==> config.mk <==
export PLATFORM = sky130hd
export DESIGN_NAME = serial_subtractor_flat
export DESIGN_NICKNAME = d
export VERILOG_FILES = /design/src/rtl/serial_subtractor_if.sv /design/src/rtl/serial_subtractor.sv /design/src/flat_wrapper.sv
export SDC_FILE = /design/constraint.sdc
export NUM_CORES = 1
export LEC_CHECK = 0
export ABC_CLOCK_PERIOD_IN_PS = 1900
export CAP_MARGIN = 20
export CORE_MARGIN = 8
export CORE_UTILIZATION = 53
export CTS_BUF_LIST = sky130_fd_sc_hd__clkbuf_2 sky130_fd_sc_hd__clkbuf_4 sky130_fd_sc_hd__clkbuf_8
export DETAILED_ROUTE_END_ITERATION = 8
export HOLD_SLACK_MARGIN = 0.08
export PLACE_DENSITY_LB_ADDON = 0.05
export SLEW_MARGIN = 20
export SYNTH_ARGS = -nofsm -noshare
export SYNTH_HDL_FRONTEND = slang
export SYNTH_SLANG_ARGS = --single-unit
==> constraint.sdc <==
create_clock -name clk -period 1.9 [get_ports clk]
set_clock_uncertainty 0.1 [all_clocks]
set_input_delay 0.38 -clock clk [delete_from_list [all_inputs] [get_ports clk]]
set_output_delay 0.38 -clock clk [all_outputs]
set_load 0.01 [all_outputs]
==> src/rtl/serial_subtractor_if.sv <==
// Operand/result bundle for serial_subtractor. Defining SERIAL_SUB_FLAGS_EN
// adds the zero/ovf result flags to the bundle.
interface serial_subtractor_if #(
  parameter int WIDTH = 8
);
  logic             start;
  logic [WIDTH-1:0] a;
  logic [WIDTH-1:0] b;
  logic             bw_in;
  logic             busy;
  logic             done;
  logic [WIDTH-1:0] diff;
  logic             bw_out;
`ifdef SERIAL_SUB_FLAGS_EN
  logic             zero;
  logic             ovf;

  modport master (output start, a, b, bw_in,
                  input  busy, done, diff, bw_out, zero, ovf);
  modport slave  (input  start, a, b, bw_in,
                  output busy, done, diff, bw_out, zero, ovf);
`else
  modport master (output start, a, b, bw_in,
                  input  busy, done, diff, bw_out);
  modport slave  (input  start, a, b, bw_in,
                  output busy, done, diff, bw_out);
`endif
endinterface

==> src/rtl/serial_subtractor.sv <==
// Bit-serial a - b - bw_in, LSB first, one full-subtractor cell per clock.
// Optional zero/ovf flags are enabled by SERIAL_SUB_FLAGS_EN.
module serial_subtractor #(
  parameter int WIDTH = 8,
  parameter int CNT_W = 4
) (
  input  logic              clk,
  input  logic              rst_n,
  serial_subtractor_if.slave bus
);
  localparam logic [1:0] S_IDLE  = 2'd0;
  localparam logic [1:0] S_SHIFT = 2'd1;
  localparam logic [1:0] S_DONE  = 2'd2;
  localparam logic [CNT_W-1:0] LAST = CNT_W'(WIDTH - 1);

  logic [1:0]       state_q, state_d;
  logic [WIDTH-1:0] a_q, a_d, b_q, b_d, res_q, res_d, diff_q, diff_d;
  logic             br_q, br_d, bw_out_q, bw_out_d;
  logic [CNT_W-1:0] cnt_q, cnt_d;
  logic             d_bit, br_next;
  logic [WIDTH-1:0] res_nxt;
`ifdef SERIAL_SUB_FLAGS_EN
  logic             amsb_q, amsb_d, bmsb_q, bmsb_d;
  logic             zero_q, zero_d, ovf_q, ovf_d;
`endif

  // Full-subtractor cell on the current LSBs.
  assign d_bit   = a_q[0] ^ b_q[0] ^ br_q;
  assign br_next = (~a_q[0] & b_q[0]) | (~(a_q[0] ^ b_q[0]) & br_q);
  assign res_nxt = {d_bit, res_q[WIDTH-1:1]};

  always_comb begin
    state_d  = state_q;
    a_d      = a_q;
    b_d      = b_q;
    res_d    = res_q;
    diff_d   = diff_q;
    br_d     = br_q;
    bw_out_d = bw_out_q;
    cnt_d    = cnt_q;
`ifdef SERIAL_SUB_FLAGS_EN
    amsb_d   = amsb_q;
    bmsb_d   = bmsb_q;
    zero_d   = zero_q;
    ovf_d    = ovf_q;
`endif
    case (state_q)
      S_IDLE: begin
        if (bus.start) begin
          a_d     = bus.a;
          b_d     = bus.b;
          br_d    = bus.bw_in;
          cnt_d   = '0;
          state_d = S_SHIFT;
`ifdef SERIAL_SUB_FLAGS_EN
          amsb_d  = bus.a[WIDTH-1];
          bmsb_d  = bus.b[WIDTH-1];
`endif
        end
      end
      S_SHIFT: begin
        res_d = res_nxt;
        a_d   = a_q >> 1;
        b_d   = b_q >> 1;
        br_d  = br_next;
        cnt_d = cnt_q + 1'b1;
        if (cnt_q == LAST) begin
          // Published result only changes here, so it stays stable across the next op.
          state_d  = S_DONE;
          diff_d   = res_nxt;
          bw_out_d = br_next;
`ifdef SERIAL_SUB_FLAGS_EN
          zero_d   = (res_nxt == '0);
          ovf_d    = (amsb_q != bmsb_q) && (res_nxt[WIDTH-1] != amsb_q);
`endif
        end
      end
      S_DONE:  state_d = S_IDLE;
      default: state_d = S_IDLE;
    endcase
  end

  always_ff @(posedge clk or negedge rst_n) begin
    if (!rst_n) begin
      state_q  <= S_IDLE;
      a_q      <= '0;
      b_q      <= '0;
      res_q    <= '0;
      diff_q   <= '0;
      br_q     <= 1'b0;
      bw_out_q <= 1'b0;
      cnt_q    <= '0;
`ifdef SERIAL_SUB_FLAGS_EN
      amsb_q   <= 1'b0;
      bmsb_q   <= 1'b0;
      zero_q   <= 1'b0;
      ovf_q    <= 1'b0;
`endif
    end else begin
      state_q  <= state_d;
      a_q      <= a_d;
      b_q      <= b_d;
      res_q    <= res_d;
      diff_q   <= diff_d;
      br_q     <= br_d;
      bw_out_q <= bw_out_d;
      cnt_q    <= cnt_d;
`ifdef SERIAL_SUB_FLAGS_EN
      amsb_q   <= amsb_d;
      bmsb_q   <= bmsb_d;
      zero_q   <= zero_d;
      ovf_q    <= ovf_d;
`endif
    end
  end

  assign bus.busy   = (state_q == S_SHIFT);
  assign bus.done   = (state_q == S_DONE);
  assign bus.diff   = diff_q;
  assign bus.bw_out = bw_out_q;
`ifdef SERIAL_SUB_FLAGS_EN
  assign bus.zero   = zero_q;
  assign bus.ovf    = ovf_q;
`endif
endmodule
==> src/flat_wrapper.sv <==
// flat-port wrapper written by rule: the top's interface ports become plain ports
module serial_subtractor_flat 
#(
  parameter int WIDTH = 8,
  parameter int CNT_W = 4
)
  (clk, rst_n, bus_start, bus_a, bus_b, bus_bw_in, bus_busy, bus_done, bus_diff, bus_bw_out);
  serial_subtractor_if #(.WIDTH(WIDTH)) bus_i ();
  input  logic clk;
  input  logic rst_n;
  input wire logic [$bits(bus_i.start)-1:0] bus_start;
  input wire logic [$bits(bus_i.a)-1:0] bus_a;
  input wire logic [$bits(bus_i.b)-1:0] bus_b;
  input wire logic [$bits(bus_i.bw_in)-1:0] bus_bw_in;
  output wire logic [$bits(bus_i.busy)-1:0] bus_busy;
  output wire logic [$bits(bus_i.done)-1:0] bus_done;
  output wire logic [$bits(bus_i.diff)-1:0] bus_diff;
  output wire logic [$bits(bus_i.bw_out)-1:0] bus_bw_out;
  assign bus_i.start = bus_start;
  assign bus_i.a = bus_a;
  assign bus_i.b = bus_b;
  assign bus_i.bw_in = bus_bw_in;
  assign bus_busy = bus_i.busy;
  assign bus_done = bus_i.done;
  assign bus_diff = bus_i.diff;
  assign bus_bw_out = bus_i.bw_out;
  serial_subtractor #(.WIDTH(WIDTH), .CNT_W(CNT_W)) u_core (.clk(clk), .rst_n(rst_n), .bus(bus_i));
endmodule
==> results.md <==
* Port buffer count at 30
* Worst-case clock buffer depth at 2
* Area after DPL at 2062 µm²
* Place WS at -0.01013 ns
* Power Density at 1617 nW/µm²
* H-tree lvl count at 2
* Largest net degree at the start of global routing at 40
* Period Utilization, post-route at 0.9429
* Sequential Power Share at 0.404
* DP HPWL at 2519 µm
* Vias in the first global route at 1,352
* Layout Nets at 216
* Hold Path Class: register to register
* CTS tree: yes
* Fmax at 558.2 MHz
* Combinational share of power at 0.401
* Insertion delay to the later sink of the worst-skew pair at 0.34 ns
* GR Overflow Total at 0
* Net Switching at 1.206 mW
* Leak at 0.9721 nW
* Drt via density at 5.485
* Max IR drop VDD at 1170 µV
* CTS Sinks at 39
* Core Area at 3028 µm²
* Pins Over Slew Limit at 0
* RSZ-0062 raised after global routing: false
* Mapped Avg Cell Area at 10.80 µm²
* Critical path required time at 1.42 ns
* Io pins at 31
* Slowest stage cell, crit path: dfrtp_1
* Worst-Margin Slew at 0.4896 ns
* Net Count, Synth at 177
* CTS Buf Count at 5
* Design area at 2178 µm²
* PnR worst setup slack at 0.1085 ns
* Final Hold Viols at 0
* Cell internal pwr at 2.317 mW
* Final wirelength at 3568 µm
* CP Cell Sequence: nand2b_2 -> inv_1 -> clkdlybuf4s15_1
* DRT iter0 DRCs at 55
* First-pass GRT wire length at 6106 µm
* Outcome: finished clean
* Part of the power in the clock network at 0.195
* Placer Congestion at 0.7303
* DRT Pass-1 Iters at 4
* Ys Warns at 0
* Clock period minus worst slack at 1.791 ns
* Crit end category: primary output
* Synth async-reset ratio at 1.000
* Initial antenna violation count at 0
* Critical path type: register to primary output
* Final setup fails at 0
* Sw Share at 0.3423
* CP Launch Type: register
* Die W at 72.20 µm
* CTS root buf: clkbuf_4
* CP peak stage delay at 0.42 ns
* Vias at 1,311
* Flops & latches, synth at 39
* Routed wire per std cell at 14.93 µm
* Die area at 5213 µm²
* Starting Density at 0.5529
* Filler cell count at 228
* GRT Total Usage at 0.1480
* Post-synth EDFFs at 0
* Synthesized area at 1674 µm²
* Routed Antenna Nets at 0
* Diodes inserted at 0
* Die height at 72.20 µm
* Arr. time, crit path at 1.31 ns
* Crit Path Max Fanout at 4
* CTS clock-pin slew for the worst setup and hold paths at 0.12 ns
* Cell row count at 20
* Ratio of cells with drive above 1 in the final layout at 0.1538
* DRC errors left at 0
* Yosys cell types at 22
* Area delta synth->final at 30.12%
* Sequential area share after synthesis at 0.5830
* Max cap viols at 0
* Mapped Cells at 155
* CP top delay family: flip-flops
* Buf+Inv Stages, Crit Path at 2
* Main synth FF type: dfrtp_1
* Max-slew headroom at 0.6726
## cells by family (layout without fill, tap and decap cells)
family / Yosys count / after routing / synth area share
and+or+nand+nor: 47 / 47 / 0.1278
adders and majority gates: 2 / 2 / 0.01943
DFF: 39 / 39 / 0.5830
AOI/OAI and AO/OA: 44 / 44 / 0.1719
muxes: 10 / 10 / 0.06652
buffers and inverters: 13 / 53 / 0.03138
## what timing repair did
item                                   CTS  global route
setup buffers                            0             0
gates cloned                             0             0
gates resized for setup                  3             1
setup endpoints to repair                2             1
hold buffers                             1             0
endpoints found under the hold margin   39             0
## power by group through the flow
stage / registers [mW] / logic (mW) / clock network [mW]
after global placement: 1.41 / 1.38 / 0
after global routing: 1.48 / 1.58 / 0.724
after CTS: 1.43 / 1.43 / 0.705
final: 1.42 / 1.41 / 0.686
after detailed placement: 1.44 / 1.44 / 0
after floorplan: 1.43 / 0.846 / 0
## routing by layer
layer / part of all wire / track usage / vias up / wire [µm]
met3: 0.068 / 0.05785 / 4 / 244
met5: 0 / 0 / - / 0
met4: 0.0081 / 0.02721 / 0 / 29
li1: - / - / 617 / -
met2: 0.53 / 0.2598 / 41 / 1888
met1: 0.39 / 0.1657 / 649 / 1405
## placed cells by master (no fill, tap or decap), types with 3 or more instances in the layout
| cell | instances |
|---|---|
| a22oi_1 | 14 |
| buf_4 | 10 |
| clkbuf_4 | 6 |
| a21oi_1 | 5 |
| o21ai_0 | 16 |
| nor2b_1 | 8 |
| mux2_2 | 9 |
| clkdlybuf4s50_1 | 27 |
| dfrtp_1 | 39 |
| inv_1 | 4 |
| a22o_1 | 4 |
| nand2_1 | 33 |
| a2bb2oi_1 | 3 |
## synthesized netlist by cell type (all sizes together), types with 2 or more instances
master    n  share of area
a22o      4          0.021
a22oi    14          0.063
nand3     2         0.0060
nand2    33          0.074
o21ai    16          0.048
nor2      2         0.0045
a21oi     5          0.015
a2bb2oi   3          0.016
clkbuf    5          0.011
nor2b     8          0.030
buf       4          0.011
dfrtp    39           0.58
mux2      9          0.061
inv       4         0.0090
## cell type report
type | instances | area, µm² | share of cell area
tap | 44 | 55.05 | 0.02527
timing repair buffer | 41 | 379.1 | 0.1740
clock buffer | 6 | 45.04 | 0.02068
multi-input combinational | 103 | 648.1 | 0.2975
sequential | 39 | 975.9 | 0.4480
inverter | 4 | 15.01 | 0.006893
clock inverter | 2 | 60.06 | 0.02757
## state kept, by name, summed over array words and instances, names as in the netlist
name and cells:
u_core.b_q 8, u_core.bus.diff 8, u_core.br_q 1, u_core.a_q 8, u_core.res_q 7, u_core.state_q 2
u_core.bus.bw_out 1, u_core.cnt_q 4
## final timing paths
kind                                   startpoint  slack (ns)                  to  cells past startpoint
worst max-delay path            u_core.state_q[1]        0.11            bus_busy                      3
worst max register to register    u_core.cnt_q[0]        0.15  u_core.bus.diff[6]                      4
worst min register to register    u_core.res_q[1]        0.39     u_core.res_q[1]                      2
max in group asynchronous                   rst_n        0.84       u_core.a_q[1]                      3
worst min-delay path              u_core.res_q[1]        0.39     u_core.res_q[1]                      2
min in group asynchronous                   rst_n        0.51  u_core.bus.diff[3]                      3
## worst min-delay path, delay by kind of cell, from the launching register on
| kind | cells | cell delay, ns |
|---|---|---|
| and+or+nand+nor | 2 | 0.11 |
| DFF | 1 | 0.36 |
## per-stage QoR
stage          utilization  total power, mW  setup TNS, ns  std cells  hold slack, ns
2_1_floorplan            -            2.273              0        155        -0.01559
3_3_place_gp        0.6810            2.790              0        230          0.3490
3_5_place_dp        0.6810            2.879       -0.01845        230          0.3553
4_1_cts             0.7190            3.563              0        239          0.3973
5_1_grt             0.7194            3.783              0        239          0.4204
6_report            0.7194            3.523              0        239          0.3926
Note: power is estimated with default switching activity, not from simulation.
